<file path="src/rtl/qiangda_round_ctrl.sv">
// qiangda_round_ctrl: round sequencer and buzzer arbiter for a four-player quiz system.
// Debounces active-low player keys, arbitrates the first press, flags early presses
// as fouls and runs the arm-window / answer countdowns in two-digit BCD.
module qiangda_round_ctrl #(
    parameter int unsigned TICK_DIV  = 100000,
    parameter int unsigned DB_CYCLES = 1000,
    parameter int unsigned ARM_SEC   = 5,
    parameter int unsigned ANS_SEC   = 30
) (
    input  logic       clk100khz,
    input  logic       clr,
    input  logic       start,
    input  logic       stop,
    input  logic [3:0] key_n,
    output logic [2:0] winner,
    output logic [3:0] led,
    output logic [2:0] foul,
    output logic [3:0] cnt_ten,
    output logic [3:0] cnt_one,
    output logic [1:0] state,
    output logic       timeout
);

    localparam int unsigned PW = $clog2(TICK_DIV + 1);
    localparam int unsigned DW = $clog2(DB_CYCLES + 1);
    localparam logic [PW-1:0] PRESC_LAST = PW'(TICK_DIV - 1);
    localparam logic [DW-1:0] DB_LAST    = DW'(DB_CYCLES - 1);
    localparam logic [3:0] ARM_TEN = 4'(ARM_SEC / 10);
    localparam logic [3:0] ARM_ONE = 4'(ARM_SEC % 10);
    localparam logic [3:0] ANS_TEN = 4'(ANS_SEC / 10);
    localparam logic [3:0] ANS_ONE = 4'(ANS_SEC % 10);

    typedef enum logic [1:0] {
        IDLE   = 2'd0,
        ARMED  = 2'd1,
        ANSWER = 2'd2,
        DONE   = 2'd3
    } state_t;

    state_t cur_state, nxt_state;

    logic [3:0]    sync_a, sync_b;
    logic [3:0]    db_level, db_prev;
    logic [DW-1:0] db_cnt [4];
    logic [3:0]    press;
    logic          press_any;
    logic [2:0]    press_id;
    logic [3:0]    press_led;

    logic          start_q, start_d, start_edge;
    logic [PW-1:0] presc;
    logic          counting, tick, cnt_zero;

    logic          load_arm, load_ans, dec, set_to, latch_win, latch_foul, clr_all;

    // Two-flop synchronizer and per-key debounce counter; level flips after DB_CYCLES agreeing samples
    always_ff @(posedge clk100khz or negedge clr) begin
        if (!clr) begin
            sync_a   <= '1;
            sync_b   <= '1;
            db_level <= '1;
            db_prev  <= '1;
            for (int unsigned i = 0; i < 4; i++) db_cnt[i] <= '0;
        end else begin
            sync_a  <= key_n;
            sync_b  <= sync_a;
            db_prev <= db_level;
            for (int unsigned i = 0; i < 4; i++) begin
                if (sync_b[i] == db_level[i]) begin
                    db_cnt[i] <= '0;
                end else if (db_cnt[i] == DB_LAST) begin
                    db_level[i] <= sync_b[i];
                    db_cnt[i]   <= '0;
                end else begin
                    db_cnt[i] <= db_cnt[i] + 1'b1;
                end
            end
        end
    end

    assign press = db_prev & ~db_level;

    // Fixed-priority arbitration: player 1 beats higher-numbered players in the same cycle
    always_comb begin
        press_any = |press;
        press_id  = 3'd0;
        press_led = 4'b0000;
        if (press[0]) begin
            press_id  = 3'd1;
            press_led = 4'b1000;
        end else if (press[1]) begin
            press_id  = 3'd2;
            press_led = 4'b0100;
        end else if (press[2]) begin
            press_id  = 3'd3;
            press_led = 4'b0010;
        end else if (press[3]) begin
            press_id  = 3'd4;
            press_led = 4'b0001;
        end
    end

    // Registered start and its delayed copy for rising-edge detection
    always_ff @(posedge clk100khz or negedge clr) begin
        if (!clr) begin
            start_q <= 1'b0;
            start_d <= 1'b0;
        end else begin
            start_q <= start;
            start_d <= start_q;
        end
    end

    assign start_edge = start_q & ~start_d;
    assign counting   = (cur_state == ARMED) || (cur_state == ANSWER);
    assign tick       = counting && (presc == PRESC_LAST);
    assign cnt_zero   = (cnt_ten == 4'd0) && (cnt_one == 4'd0);

    // State register
    always_ff @(posedge clk100khz or negedge clr) begin
        if (!clr) cur_state <= IDLE;
        else      cur_state <= nxt_state;
    end

    // Next-state logic: stop > start edge > press > tick
    always_comb begin
        nxt_state = cur_state;
        if (stop) begin
            nxt_state = IDLE;
        end else if (start_edge && (cur_state == IDLE || cur_state == DONE)) begin
            nxt_state = ARMED;
        end else begin
            case (cur_state)
                ARMED: begin
                    if (press_any)           nxt_state = ANSWER;
                    else if (tick && cnt_zero) nxt_state = DONE;
                end
                ANSWER: if (tick && cnt_zero) nxt_state = DONE;
                default: ;
            endcase
        end
    end

    // Output/control decode: datapath actions for this cycle, same priority as the state logic
    always_comb begin
        load_arm   = 1'b0;
        load_ans   = 1'b0;
        dec        = 1'b0;
        set_to     = 1'b0;
        latch_win  = 1'b0;
        latch_foul = 1'b0;
        clr_all    = 1'b0;
        if (stop) begin
            load_arm = 1'b1;
            clr_all  = 1'b1;
        end else if (start_edge && (cur_state == IDLE || cur_state == DONE)) begin
            load_arm = 1'b1;
            clr_all  = 1'b1;
        end else begin
            case (cur_state)
                IDLE: if (press_any && foul == 3'd0) latch_foul = 1'b1;
                ARMED: begin
                    if (press_any) begin
                        latch_win = 1'b1;
                        load_ans  = 1'b1;
                    end else if (tick) begin
                        if (cnt_zero) set_to = 1'b1;
                        else          dec    = 1'b1;
                    end
                end
                ANSWER: begin
                    if (tick) begin
                        if (cnt_zero) set_to = 1'b1;
                        else          dec    = 1'b1;
                    end
                end
                default: ;
            endcase
        end
    end

    // Prescaler, BCD countdown and registered result outputs
    always_ff @(posedge clk100khz or negedge clr) begin
        if (!clr) begin
            presc   <= '0;
            cnt_ten <= ARM_TEN;
            cnt_one <= ARM_ONE;
            winner  <= 3'd0;
            led     <= 4'b0000;
            foul    <= 3'd0;
            timeout <= 1'b0;
        end else begin
            if (load_arm || load_ans || !counting || tick) presc <= '0;
            else                                          presc <= presc + 1'b1;

            if (load_arm) begin
                cnt_ten <= ARM_TEN;
                cnt_one <= ARM_ONE;
            end else if (load_ans) begin
                cnt_ten <= ANS_TEN;
                cnt_one <= ANS_ONE;
            end else if (dec) begin
                if (cnt_one == 4'd0) begin
                    cnt_ten <= cnt_ten - 4'd1;
                    cnt_one <= 4'd9;
                end else begin
                    cnt_one <= cnt_one - 4'd1;
                end
            end

            if (clr_all) begin
                winner <= 3'd0;
                led    <= 4'b0000;
            end else if (latch_win) begin
                winner <= press_id;
                led    <= press_led;
            end

            if (clr_all)         foul <= 3'd0;
            else if (latch_foul) foul <= press_id;

            if (clr_all)     timeout <= 1'b0;
            else if (set_to) timeout <= 1'b1;
        end
    end

    assign state = cur_state;

endmodule

</file>
<file path="config.mk">
export PLATFORM = sky130hd
export DESIGN_NAME = qiangda_round_ctrl
export DESIGN_NICKNAME = d
export VERILOG_FILES = /design/src/rtl/qiangda_round_ctrl.sv
export SDC_FILE = /design/constraint.sdc
export NUM_CORES = 1
export LEC_CHECK = 0
export CORE_MARGIN = 10
export CORE_UTILIZATION = 23
export CTS_BUF_LIST = sky130_fd_sc_hd__clkbuf_16
export CTS_CLUSTER_DIAMETER = 40
export DETAILED_ROUTE_END_ITERATION = 10
export SLEW_MARGIN = 20
export SYNTH_ARGS = -nofsm -noshare
export SYNTH_HDL_FRONTEND = slang
export SYNTH_SLANG_ARGS = --single-unit
</file>
<file path="constraint.sdc">
create_clock -name clk100khz -period 2.6 [get_ports clk100khz]
set_clock_uncertainty 0.1 [all_clocks]
set_input_delay 0.39 -clock clk100khz [delete_from_list [all_inputs] [get_ports clk100khz]]
set_output_delay 0.39 -clock clk100khz [all_outputs]
set_load 0.05 [all_outputs]
</file>
==> results.txt, run 1 <==
* Global-route total usage across every layer: 7.86%
* Finished layout cell area: 5280 sq um
- Number of nets at the end of the flow: 482
* Placeable core region: 18600 sq um
- Synth Cell Area: 4350 sq um
- In this run the worst path has a maximum fanout of 5.
- The count of buffers added on input and output ports is 28.
- Measured against its own limit, the worst slew margin works out to 55.9%.
- The flow ran to the end, and the final reports show no timing, DRC or antenna violations.
* Non-Filler Instances: 702
- Counting the fill cells in the layout gives 1900.
* HPWL reported at the end of detailed placement: 6.64 mm
- Clock input transition at the sequential cells of the worst setup and hold paths: 60 ps
* Slowest cell on the critical path: dfstp_2
- Achievable clock frequency: 407 MHz
- P&R area growth vs syn: 21.3%
* Post-synth net total: 443
* DRC violation total after the first TritonRoute iteration: 191
- The worst path uses 94.6% of the clock period.
- Power comes to 3.05 mW.
- The synthesized design contains 95 register bits.
- Registers with the most flip-flops: db_cnt (40), presc (17)
- Yosys mapped a number of flops with a built-in enable equal to 0.
* Skew-Pair Late Insertion Delay: 350 ps
- The min-delay analysis places its worst path in the category flip-flop to flip-flop.
- The initial antenna violation count is 0.
- Setup violations remaining at the end of the flow were counted as 0.
* Power density normalized to cell area: 578 nW/um^2
* Gate count of the mapped netlist: 424
- Wire length of the first global-routing pass: 15.5 mm
- Critical path endpoint category: flip-flop
- Largest net degree at the start of global routing: 52
* Setup TNS Final: 0 ps
* Total number of clock tree sinks: 95
* Number of slew-limit violations in the final report: 0
- Most flops, register: db_cnt
- Initial Util: 23.4%
- After global routing the overflow that remains totals 0.
* Vias per inst: 4.32
- Most frequent standard cell in the layout excluding fill and tap cells: nor2_1
- The register with the most flip-flops in the layout has 40 of them.
* Part of the Yosys area used for sequential elements: 55.1%
* Worst setup path class: flip-flop to flip-flop
- The number of global-route vias before repair came to 3147.
* N_diodes: 0
* VDD IR-drop max: 0.323 mV
* Lkg Pwr: 2.20 nW
* Max capacitance violation total: 0
* Post-route worst setup slack: 141 ps
* Horizontal die dimension: 158 microns
- Counting flops with an async set or reset pin after synthesis yields a share of 100%.
- RePlAce Congestion: 0.762
- Required time at the worst-slack endpoint: 2770 ps
- Resized Gates After CTS: 0
- The tree is rooted in a clkbuf_16.
* Total of warnings raised by yosys: 0
- A synthesized cell averages 10.3 sq um.
- RSZ-0062 raised after global routing: no
* Time the worst path needs with I/O delays and setup: 2460 ps
- For the pin with the worst max-slew slack, the measured transition is 659 ps.
- Post-synthesis cell type count: 42
- The die covers 24800 sq um.
* DRC violations left: 0
- TritonCTS created 9 clock buffers.
- The library cells used most frequently in the layout, excluding fill and tap cells, are 80 x nor2_1, 77 x dfrtp_1, 38 x nand2_1, 32 x xnor2_1, 27 x clkdlybuf4s50_1.
- Count of TritonRoute iterations in the first routing pass: 4
- The initialized floorplan defines 50 standard-cell rows.
- Final cell utilization of the core: 28.3%
- Cell area reported after detailed placement: 4960 sq um
* Fraction of layout instances using a drive strength above 1: 10.9%
- After detailed routing, the average wire length per cell comes to 13.0 microns.
* Startpoint Class: flip-flop
- Height of the chip: 158 microns
- The count of nets left with antenna violations once routing finished came out at 0.
* Vias post-DR: 3034
- Max clock buf depth: 2
- Final hold analysis gives a worst-case slack of 256 ps.
* Buf+Inv Stages, Crit Path: 1
- Prior to clock tree synthesis, the placed netlist has a worst setup slack of 156 ps.
* Critical path arrival: 2630 ps
- The total count of hold-check failures in the final report was 0.
- Walking the worst path, the cells encountered are inv_1 -> ha_1 -> nor3b_1 -> a311o_1 -> or4_4 -> or3_1 -> a21oi_2.
* Longest individual stage delay on the worst path: 560 ps
* Placed cells: 685
- In the synthesized netlist the dominant register cell turns out to be dfrtp_1.
- Clock tree from TritonCTS: built
* Number of placed I/O pins: 29
- Number of H-tree levels: 3
* Cell family with the largest share of critical-path delay: simple AND/OR/NAND/NOR gates
- The routed design has 9.12 mm of wire.
[worst paths after layout]
| check | startpoint | endpoint | slack (ps) | cells past startpoint |
|---|---|---|---|---|
| max in group asynchronous | clr | sync_b[2]$_DFF_PN1_ | 1160 | 3 |
| setup reg to reg | cnt_one[0]$_DFFE_PN1P_ | cnt_one[1]$_DFFE_PN0P_ | 140 | 7 |
| min in group asynchronous | clr | cnt_one[3]$_DFFE_PN0P_ | 510 | 2 |
| hold reg to reg | sync_a[2]$_DFF_PN1_ | sync_b[2]$_DFF_PN1_ | 260 | 0 |
| setup / recovery | cnt_one[0]$_DFFE_PN1P_ | cnt_one[1]$_DFFE_PN0P_ | 140 | 7 |
| hold / removal | sync_a[2]$_DFF_PN1_ | sync_b[2]$_DFF_PN1_ | 260 | 0 |
[cells in the mapped netlist (2+ instances only)]
cell type | n | area share (%)
nor2_1 | 80 | 6.9
nor4_1 | 4 | 0.57
a211oi_1 | 2 | 0.34
nand4_1 | 11 | 1.6
nor2b_1 | 5 | 0.72
dfrtp_1 | 77 | 44
o21ai_0 | 5 | 0.57
a41oi_1 | 2 | 0.40
or4_1 | 3 | 0.52
a21oi_1 | 11 | 1.3
inv_1 | 15 | 1.3
or2_2 | 3 | 0.43
nor3b_1 | 3 | 0.52
ha_1 | 11 | 3.2
or3_1 | 2 | 0.29
mux2_2 | 5 | 1.3
nand3_1 | 22 | 2.5
nand4b_1 | 2 | 0.40
nand2_1 | 38 | 3.3
nand2b_1 | 7 | 1.0
xnor2_1 | 32 | 6.4
nor3_1 | 10 | 1.1
and3_1 | 11 | 1.6
dfstp_2 | 18 | 11
xor2_1 | 18 | 3.6
buf_2 | 3 | 0.34
clkbuf_1 | 5 | 0.43
mux2i_1 | 5 | 1.1
[kinds of logic (layout without fill, tap and decap cells)]
group / Yosys count / after routing / share of synthesized area (%)
AND/OR/NAND/NOR: 206 / 206 / 22.4
flip-flops: 95 / 95 / 55.1
XOR/XNOR: 50 / 50 / 10.1
AO/OA/AOI/OAI: 28 / 28 / 4.57
buffers and inverters: 24 / 68 / 2.24
adder cells (fa/ha/maj): 11 / 11 / 3.16
multiplexers: 10 / 10 / 2.44
[cell type report]
cell class	count	area (sq um)	share of cell area, %
Sequential cell	95	2400	45.5
Multi-Input combinational cell	305	1860	35.2
Timing Repair Buffer	37	360	6.82
Tap cell	234	293	5.55
Clock buffer	9	225	4.27
Clock inverter	7	88.8	1.68
Inverter	15	56.3	1.07
[repair_timing]
action | CTS | global route
hold endpoints to repair | 38 | 0
endpoints found under the setup margin | 0 | 0
hold buffers | 1 | 0
buffers inserted | 0 | 0
[per-layer routing]
metal / part of all wire [%] / global-route usage [%]
met4: 1.3 / 2.76
met1: 47 / 9.41
met3: 4.7 / 3.15
met5: 0 / 0
met2: 47 / 12.5
[power breakdown]
part           total, mW  switching (mW)  internal (mW)
Combinational      0.129          0.0828         0.0459
Sequential          1.53          0.0180           1.51
Clock               1.40           0.559          0.838
[worst reg2reg max path: cells and delay by family, from the launching register on]
kind,cells,cell delay (ps)
compound gates,2,460
fa+ha+maj,1,230
flops,1,560
simple gates,3,970
buf+inv,1,80
Note: power is estimated with default switching activity, not from simulation.
==> run 2: changes to the inputs <==
--- a/config.mk
+++ b/config.mk
@@ -10,6 +10,7 @@
 export CTS_BUF_LIST = sky130_fd_sc_hd__clkbuf_16
 export CTS_CLUSTER_DIAMETER = 40
 export DETAILED_ROUTE_END_ITERATION = 10
+export MAX_ROUTING_LAYER = met4
 export SLEW_MARGIN = 20
 export SYNTH_ARGS = -nofsm -noshare
 export SYNTH_HDL_FRONTEND = slang
==> constraint.sdc (replaced) <==
create_clock -name clk100khz -period 2.8 [get_ports clk100khz]
set_clock_uncertainty 0.1 [all_clocks]
set_input_delay 0.42 -clock clk100khz [delete_from_list [all_inputs] [get_ports clk100khz]]
set_output_delay 0.42 -clock clk100khz [all_outputs]
set_load 0.05 [all_outputs]
==> results.txt, run 2 (synthesized netlist as in run 1, its figures left out) <==
- Result of the run: finished, final reports clean (unchanged).
* HPWL reported at the end of detailed placement: 6.61 mm (was 6.64 mm)
* Lkg Pwr: 2.15 nW (was 2.20 nW)
- The final critical-path share of the clock period was 87.8% (was 94.6%).
* Number of setup buffers added after CTS: 0 (unchanged)
* Height of the chip: 158 microns (unchanged)
- The logic gate share of total power was 4.4% (was 4.2%).
* Row cnt: 50 (unchanged)
- Type of the tightest min-delay check: flip-flop to flip-flop (unchanged)
* Clock input transition at the sequential cells of the worst setup and hold paths: 70 ps (was 60 ps)
* Required time at the worst-slack endpoint: 2980 ps (was 2770 ps)
- The kind of start point of the critical path is a flip-flop (unchanged).
- Initial Util: 23.4% (unchanged)
* Placeable core region: 18600 sq um (unchanged)
- RSZ-0062 raised after global routing: no (unchanged)
* Count of TritonRoute iterations in the first routing pass: 4 (unchanged)
* Global-route total usage across every layer: 7.83% (was 7.86%)
- The minimum clock period was 2460 ps (about the same).
- The final count of pins violating max slew is 0 (unchanged).
* Vias per inst: 4.38 (was 4.32)
* Antenna violations before repair: 1 (was 0)
- The critical path class was flip-flop to flip-flop (unchanged).
* Number of H-tree levels: 3 (unchanged)
* Crit-path cells: inv_1 -> ha_1 -> nor3b_1 -> a311o_1 -> or4_4 -> or3_1 -> a21oi_2 (unchanged)
- DRT Wirelength: 9.01 mm (was 9.12 mm)
- Achievable clock frequency: 407 MHz (about the same)
* Final Hold Viols: 0 (unchanged)
- The fraction of power consumed by the clock network is 42.0% (was 45.8%).
* Slowest cell on the critical path: dfstp_2 (unchanged)
- Root Driver: clkbuf_16 (unchanged)
- Flip-flop count of the largest register after layout: 40 (unchanged)
- Vias post-DR: 3076 (was 3034)
* Critical path endpoint category: flip-flop (unchanged)
* Skew-Pair Late Insertion Delay: 340 ps (was 350 ps)
* Max clock buf depth: 2 (unchanged)
* Most flops, register: db_cnt (unchanged)
- The weighted congestion at the end of routability-driven global placement was 0.848 (was 0.762).
- WL per Instance: 12.8 microns (was 13.0 microns)
* Number of fill cells in the layout: 1896 (was 1900)
- DRC violation total after the first TritonRoute iteration: 112 (was 191)
- Clock tree from TritonCTS: built (unchanged)
- TritonCTS Buffers: 9 (unchanged)
- Highest-count cells in the layout ignoring fill and taps: 80 x nor2_1, 77 x dfrtp_1, 38 x nand2_1, 32 x xnor2_1, 27 x clkdlybuf4s50_1 (unchanged)
- The setup slack after placement was 383 ps (was 156 ps).
- Critical path arrival: 2640 ps (was 2630 ps)
- Internal power contribution: 2.04 mW (was 2.39 mW)
- Count of endpoints failing setup in the final report: 0 (unchanged)
* Number of placed I/O pins: 29 (unchanged)
- DRC violations left: 0 (unchanged)
- Power density normalized to cell area: 505 nW/um^2 (was 578 nW/um^2)
- Slew at the pin closest to its max-slew limit: 588 ps (was 659 ps)
- The number of antenna-violating nets in the routed design was 0 (unchanged).
- The area growth from synthesis to layout is 20.1% (was 21.3%).
- The maximum number of pins on one net before global-route repair is 53 (was 52).
* VDD IR-drop max: 0.301 mV (was 0.323 mV)
- The maximum fanout encountered on the critical timing path is 5 (unchanged).
- Number of nets at the end of the flow: 481 (was 482)
* Proportion of power drawn by flip-flops and latches: 53.6% (was 50.0%)
- The TritonCTS sink count came to 95 (unchanged).
- The count of input and output buffers is 28 (unchanged).
- GRT overflow: 0 (unchanged)
- The least setup slack across all paths after layout came to 342 ps (was 141 ps).
- The total negative setup slack is 0 ps (unchanged).
- Net switching power: 0.606 mW (was 0.660 mW)
* Die Outline Area: 24800 sq um (unchanged)
- Tightest slew margin relative to the limit: 60.7% (was 55.9%)
- The fraction of layout instances using a drive strength above 1 is 10.9% (about the same).
- Wire length of the first global-routing pass: 15.3 mm (was 15.5 mm)
- The switching share of power was 22.9% (was 21.6%).
- The number of global-route vias before repair is 3071 (was 3147).
* Max capacitance violation total: 0 (unchanged)
* Horizontal die dimension: 158 microns (unchanged)
- The maximum single-stage delay on the critical path is 560 ps (about the same).
- Most frequent standard cell in the layout excluding fill and tap cells: nor2_1 (unchanged)
- Registers with the most flip-flops: db_cnt (40), presc (17) (unchanged)
-- run 2: changes by cell type in the layout (fill, tap and decap cells not counted), sizes merged --
cell / before / now
inv: 18 / 16
clkinvlp: 0 / 4
buf: 9 / 8
bufinv: 2 / 0
diode: 0 / 1
-- run 2: timing repair --
item | 4_1_cts | 5_1_grt
hold buffers | 1 | 0
setup endpoints to repair | 0 | 0
resized for setup | 0 | 0
endpoints found under the hold margin | 13 | 0
-- run 2: routing by layer --
metal	global-route usage (%)	vias to the layer above	routed length [microns]
met5	-	-	0
met4	3.61	0	170
met3	1.93	11	418
met2	12.1	48	4270
met1	9.51	1515	4150
li1	-	1502	-
-- run 2: final timing paths --
check                           slack (ps)  depth (start not counted)                endpoint                   start
worst max-delay path                   340                          7  cnt_one[1]$_DFFE_PN0P_  cnt_one[0]$_DFFE_PN1P_
worst min-delay path                   260                          0     sync_b[0]$_DFF_PN1_     sync_a[0]$_DFF_PN1_
worst max register to register         340                          7  cnt_one[1]$_DFFE_PN0P_  cnt_one[0]$_DFFE_PN1P_
worst min register to register         260                          0     sync_b[0]$_DFF_PN1_     sync_a[0]$_DFF_PN1_
max in group asynchronous             1340                          3     sync_b[2]$_DFF_PN1_                     clr
min in group asynchronous              510                          2    db_cnt[23]$_DFF_PN0_                     clr
-- run 2: final cells by class --
cell class	count	area [sq um]	area share (%)
antenna	1	2.50	0.0479
clock buffer	9	225	4.31
clock inverter	7	42.5	0.814
inverter	15	56.3	1.08
multi-input combinational	305	1860	35.5
sequential	95	2400	45.9
tap	234	293	5.60
timing repair buffer	36	353	6.75
-- run 2: through the flow --
step           instance area [sq um]  instances  utilization (%)  power, mW  hold slack [ps]
6_report                        5230        702             28.0       2.64              255
5_1_grt                         5230        702             28.0       2.76              259
4_1_cts                         5230        701             28.0       2.69              256
3_5_place_dp                    4950        684             26.5       1.56              247
3_3_place_gp                    4950        684             26.5       1.56              247
2_1_floorplan                   4350        424                -       1.50             24.4
-- run 2: worst max-delay path, delay by kind of cell, from the launching register on --
kind	cells	cell delay, ps
AND/OR/NAND/NOR	3	940
flip-flops	1	560
AO/OA/AOI/OAI	2	490
adder cells (fa/ha/maj)	1	210
buffers and inverters	1	80
-- run 2: power groups by stage --
stage                     combinational [mW]  sequential [mW]  clock (mW)
after floorplan                       0.0565             1.44           0
after global placement                 0.117             1.44           0
after detailed placement               0.120             1.44           0
after CTS                              0.121             1.42        1.16
after global routing                   0.134             1.42        1.21
final                                  0.117             1.42        1.11
